==> config.mk <==
export PLATFORM = sky130hd
export DESIGN_NAME = truth_table_sweeper
export DESIGN_NICKNAME = d
export VERILOG_FILES = /design/src/rtl/truth_table_sweeper.sv
export SDC_FILE = /design/constraint.sdc
export NUM_CORES = 1
export LEC_CHECK = 0
export CORE_MARGIN = 8
export CORE_UTILIZATION = 38
export DETAILED_ROUTE_END_ITERATION = 6
export DONT_BUFFER_PORTS = 1
export PLACE_DENSITY_LB_ADDON = 0.2
export SYNTH_ARGS = -nofsm -noshare
export SYNTH_HDL_FRONTEND = slang
export SYNTH_SLANG_ARGS = --single-unit
==> constraint.sdc <==
create_clock -name clk -period 2.5 [get_ports clk]
set_input_delay 0.5 -clock clk [delete_from_list [all_inputs] [get_ports clk]]
set_output_delay 0.5 -clock clk [all_outputs]
set_load 0.005 [all_outputs]
==> src/rtl/truth_table_sweeper.sv <==
`default_nettype none
// +--------------------------------------------------------------------------+
// | Module      : truth_table_sweeper                                        |
// | Description : Walks every input minterm m = 0..2**N_IN-1 through an      |
// |               external combinational function, captures its output s_in |
// |               into a truth table, and compares that table against an    |
// |               expected table latched when the sweep starts. Reports      |
// |               match, mismatch count and the lowest failing minterm.      |
// | Ports       : clk, reset (async, active-high), start, expected[TW],      |
// |               s_in  -> stim[N_IN], busy, done (1-cycle pulse),           |
// |               table_out[TW], match, err_count[N_IN+1], first_err[N_IN]   |
// | Revision    : 1.0  initial release                                       |
// +--------------------------------------------------------------------------+
module truth_table_sweeper #(
    parameter int N_IN   = 4,
    parameter int SETTLE = 1
) (
    input  logic                 clk,
    input  logic                 reset,
    input  logic                 start,
    input  logic [2**N_IN-1:0]   expected,
    input  logic                 s_in,
    output logic [N_IN-1:0]      stim,
    output logic                 busy,
    output logic                 done,
    output logic [2**N_IN-1:0]   table_out,
    output logic                 match,
    output logic [N_IN:0]        err_count,
    output logic [N_IN-1:0]      first_err
);

    localparam int TW = 2**N_IN;

    localparam logic [1:0] c_st_idle = 2'd0;
    localparam logic [1:0] c_st_hold = 2'd1;
    localparam logic [1:0] c_st_done = 2'd2;

    localparam logic [3:0]    c_settle = 4'(SETTLE);
    // m is one bit wider than a minterm so the last vector is recognised
    // without the counter ever wrapping back to zero.
    localparam logic [N_IN:0] c_last   = {1'b0, {N_IN{1'b1}}};
    localparam logic [N_IN:0] c_one    = {{N_IN{1'b0}}, 1'b1};

    logic [1:0]      r_state,   w_state_nx;
    logic [N_IN:0]   r_m,       w_m_nx;
    logic [3:0]      r_hold,    w_hold_nx;
    logic [TW-1:0]   r_exp,     w_exp_nx;
    logic [N_IN-1:0] r_stim,    w_stim_nx;
    logic            r_busy,    w_busy_nx;
    logic            r_done,    w_done_nx;
    logic [TW-1:0]   r_table,   w_table_nx;
    logic            r_match,   w_match_nx;
    logic [N_IN:0]   r_err,     w_err_nx;
    logic [N_IN-1:0] r_first,   w_first_nx;

    logic [N_IN-1:0] w_idx;
    logic            w_miss;

    assign w_idx  = r_m[N_IN-1:0];
    assign w_miss = s_in ^ r_exp[w_idx];

    always_ff @(posedge clk or posedge reset) begin
        if (reset) begin
            r_state <= c_st_idle;
            r_m     <= '0;
            r_hold  <= '0;
            r_exp   <= '0;
            r_stim  <= '0;
            r_busy  <= 1'b0;
            r_done  <= 1'b0;
            r_table <= '0;
            r_match <= 1'b0;
            r_err   <= '0;
            r_first <= '0;
        end else begin
            r_state <= w_state_nx;
            r_m     <= w_m_nx;
            r_hold  <= w_hold_nx;
            r_exp   <= w_exp_nx;
            r_stim  <= w_stim_nx;
            r_busy  <= w_busy_nx;
            r_done  <= w_done_nx;
            r_table <= w_table_nx;
            r_match <= w_match_nx;
            r_err   <= w_err_nx;
            r_first <= w_first_nx;
        end
    end

    always_comb begin
        w_state_nx = r_state;
        w_m_nx     = r_m;
        w_hold_nx  = r_hold;
        w_exp_nx   = r_exp;
        w_stim_nx  = r_stim;
        w_busy_nx  = r_busy;
        w_done_nx  = 1'b0;
        w_table_nx = r_table;
        w_match_nx = r_match;
        w_err_nx   = r_err;
        w_first_nx = r_first;

        case (r_state)
            c_st_idle: begin
                if (start) begin
                    w_exp_nx   = expected;
                    w_m_nx     = '0;
                    w_stim_nx  = '0;
                    w_table_nx = '0;
                    w_err_nx   = '0;
                    w_first_nx = '0;
                    w_match_nx = 1'b0;
                    w_hold_nx  = c_settle;
                    w_busy_nx  = 1'b1;
                    w_state_nx = c_st_hold;
                end
            end

            c_st_hold: begin
                if (r_hold != 4'd0) begin
                    w_hold_nx = r_hold - 4'd1;
                end else begin
                    // Final cycle of this vector: capture and score it.
                    w_table_nx[w_idx] = s_in;
                    if (w_miss) begin
                        w_err_nx = r_err + c_one;
                        if (r_err == '0) begin
                            w_first_nx = w_idx;
                        end
                    end
                    if (r_m == c_last) begin
                        // Include this last vector's outcome in match.
                        w_match_nx = (r_err == '0) && !w_miss;
                        w_done_nx  = 1'b1;
                        w_stim_nx  = '0;
                        w_state_nx = c_st_done;
                    end else begin
                        w_m_nx     = r_m + c_one;
                        w_stim_nx  = w_m_nx[N_IN-1:0];
                        w_hold_nx  = c_settle;
                    end
                end
            end

            c_st_done: begin
                // start is deliberately not looked at here.
                w_busy_nx  = 1'b0;
                w_state_nx = c_st_idle;
            end

            default: begin
                w_busy_nx  = 1'b0;
                w_state_nx = c_st_idle;
            end
        endcase
    end

    assign stim      = r_stim;
    assign busy      = r_busy;
    assign done      = r_done;
    assign table_out = r_table;
    assign match     = r_match;
    assign err_count = r_err;
    assign first_err = r_first;

endmodule
`default_nettype wire
==> metrics <==
status=complete, no violations; fin area=0.00330 mm2; Sw Pwr=~1.6 mW; worst slew pin tran=0.598 ns; CP startpoint kind=register; pre-CTS setup slack=slightly below 0.07 ns; ys flop type=dfrtp_1; worst hold path class=input pin to asynchronous set/reset pin; routability cong.=0.767; synth unique cells=37; antenna cells=0; clock sink count=roughly 60; share of flip-flops with an asynchronous set or reset=1.00; gr ovfl total=0; Total Nets Final=roughly 320; Routed Wire Length=around 7100 um; Data arrival, critical path=between 2 and 3 ns; Row Count=31; Placed Instances=~380; Vias=~2,100; area grow syn2layout=14.1%; Post-Route Utilization=0.452; Chip Height=between 100 and 150 um; die area=0.0106 mm2; cts hold-fix bufs=0; clock tree buffer depth=2; simple-gate portion of the synthesized area=0.0988; sw frac=0.373; Slew Viols, Final=0; CTS tree=yes; syn nets=310; Setup TNS Final=0 ns; Seq/Total Area, Yosys=0.511; Root Driver=clkbuf_8; DPL Wire Length=5070 um; Area after DPL=just over 0.003 mm2; initial cell density of the core=0.396; min Tclk post-route=2.34 ns; first-iteration detailed-routing DRC count=90; clock network fraction of total power=0.230; post-synthesis mux area share=0.117; vias in the first global route=roughly 2,200; crit-path max FO=9; FILL cells=approximately 750; first-pass GRT wire length=11,300 um; Post-CTS Setup Repair Bufs=0; WHS=between 0.1 and 0.15 ns; critical path endpoint category=register; Crit path required time=roughly 2.8 ns; xor and xnor area share after synthesis=0.0121; internal reg-to-reg setup slack=between 0.15 and 0.2 ns; routed length per instance=around 18 um; RSZ-0062 raised after global routing=no; Sequential cell area=0.00148 mm2; Crit Path Class=register to register; Fmax=approximately 0.43 GHz; min setup slack post-route=0.161 ns; Synth Register Bits=59; largest net degree at the start of global routing=34; Sequential Power Share=0.389; PwrDens=~1300 mW/mm2; post-route ant nets=0; final number of hold-violating endpoints=0; Worst-Skew Late Latency=around 0.34 ns; fin crit share=0.936; DR DRC count=0; number of vias per cell=~5.4; Layout Cells excl Fill=slightly below 400; number of I/O port buffers=0; mean area per synthesized cell=10.3 um2; combinational share of power=0.380; share of cells above drive strength 1=0.188; Num CTS Buffers=9; H-tree Lvls=3; # IOs=52; Reg clk slew, reported paths=about 0.070 ns; Adder-Cell Fraction of Synth Area=0.0390; First-pass DRT Iterations=4; overall power=4.19 mW; EDFF count, synth=0; max_slew headroom=0.601; Setup Skew=0.0133 ns; Mapped Area=just under 0.003 mm2; initial antenna violation count=0; Multi-input gate area=approximately 0.0013 mm2; core area=about 0.0073 mm2; Mapped Cells=between 200 and 300; Die W=approximately 100 um; setup violators final=0; max cap viols=0; largest family of logic cells by synthesized area=compound AO/OA/AOI/OAI gates; synth warn=0; Worst VDD drop=between 0.5 and 0.6 mV; area fraction in compound gates after synthesis=0.174; Int Power=approximately 2.6 mW; GR Util All Layers=0.141; Leakage=1.44 nW
power by group through the flow:
stage	sequential (mW)	combinational [mW]	clock, mW
finish	1.63	1.59	0.964
global route	1.70	1.79	1.03
CTS	1.65	1.60	0.991
detailed placement	1.67	1.60	0
global placement	1.66	1.56	0
floorplan	1.54	1.24	0
registers in the layout (all words and copies together), names as in the netlist, 2 cells and up:
signal,flops
r_exp,16
table_out,16
first_err,4
r_hold,4
r_m,5
err_count,5
r_state,2
stim,4
synth_stat cells, types with 2 or more instances:
cell | instances | area [um2]
a21o_1 | 2 | 15.0
a21oi_1 | 21 | 105
a221o_1 | 2 | 20.0
a22o_1 | 4 | 35.0
a32o_1 | 2 | 20.0
and3_1 | 2 | 12.5
clkbuf_1 | 12 | 45.0
clkinv_1 | 2 | 7.51
dfrtp_1 | 59 | 1480
ha_1 | 9 | 113
inv_1 | 15 | 56.3
mux2_2 | 18 | 203
mux2i_1 | 9 | 90.1
mux4_2 | 2 | 45.0
nand2_1 | 18 | 67.6
nand3_1 | 10 | 50.1
nor2_1 | 19 | 71.3
nor2b_1 | 3 | 18.8
nor3_1 | 2 | 10.0
nor3b_1 | 2 | 15.0
o21ai_0 | 42 | 210
o22ai_1 | 3 | 18.8
o31ai_1 | 5 | 37.5
or3_1 | 3 | 18.8
xnor2_1 | 2 | 17.5
xor2_1 | 2 | 17.5
cells in the final DEF, fill, tap and decap left out, types with 10 or more instances in the layout:
| master | n |
|---|---|
| dfrtp_1 | 58 |
| o21ai_0 | 42 |
| a21oi_1 | 21 |
| mux2_2 | 18 |
| nand2_1 | 18 |
| nor2_1 | 18 |
| buf_4 | 15 |
| inv_1 | 14 |
| nand3_1 | 10 |
cell families (layout without fill, tap and decap cells):
group / count (synthesis) / count (layout)
simple gates: 62 / 62
buf+inv: 32 / 49
mux: 29 / 29
xor+xnor: 4 / 4
compound gates: 86 / 86
fa+ha+maj: 9 / 9
flops: 59 / 59
timing repair:
item	CTS	global route
setup endpoints to repair	0	12
endpoints found under the hold margin	0	0
gates resized for setup	0	2
worst paths after layout:
| path | start | endpoint | cells past startpoint |
|---|---|---|---|
| max in group asynchronous | reset | r_m[0] | 2 |
| worst max register to register | r_m[0] | err_count[4] | 6 |
| min in group clk | expected[7] | r_exp[7] | 1 |
| worst min register to register | stim[2] | stim[2] | 2 |
| worst min-delay path | reset | err_count[0] | 1 |
| worst max-delay path | r_m[0] | err_count[4] | 6 |
layer usage:
metal / vias to the layer above / track usage / routed length (um)
li1: 1025 / - / -
met1: 1053 / 0.178 / 3110
met2: 62 / 0.203 / 3260
met3: 6 / 0.0703 / 622
met4: 0 / 0.0456 / 79
met5: - / 0 / 0
layout make-up:
class / count / area share
well taps: 99 / 0.0376
repair buffers: 16 / 0.0402
multi-input cells: 190 / 0.388
clock inverters: 6 / 0.0273
flip-flops and latches: 59 / 0.448
clock buffers: 10 / 0.0387
inverters: 17 / 0.0194
critical path, stage by stage, from the launching register on:
cell and delay [ns]:
dfrtp_2 0.50, mux2i_1 0.14, mux4_2 0.48, xor2_1 0.16, a221o_1 0.44, or3_1 0.39
a21oi_1 0.14
Power figures use the tool's default switching activity.
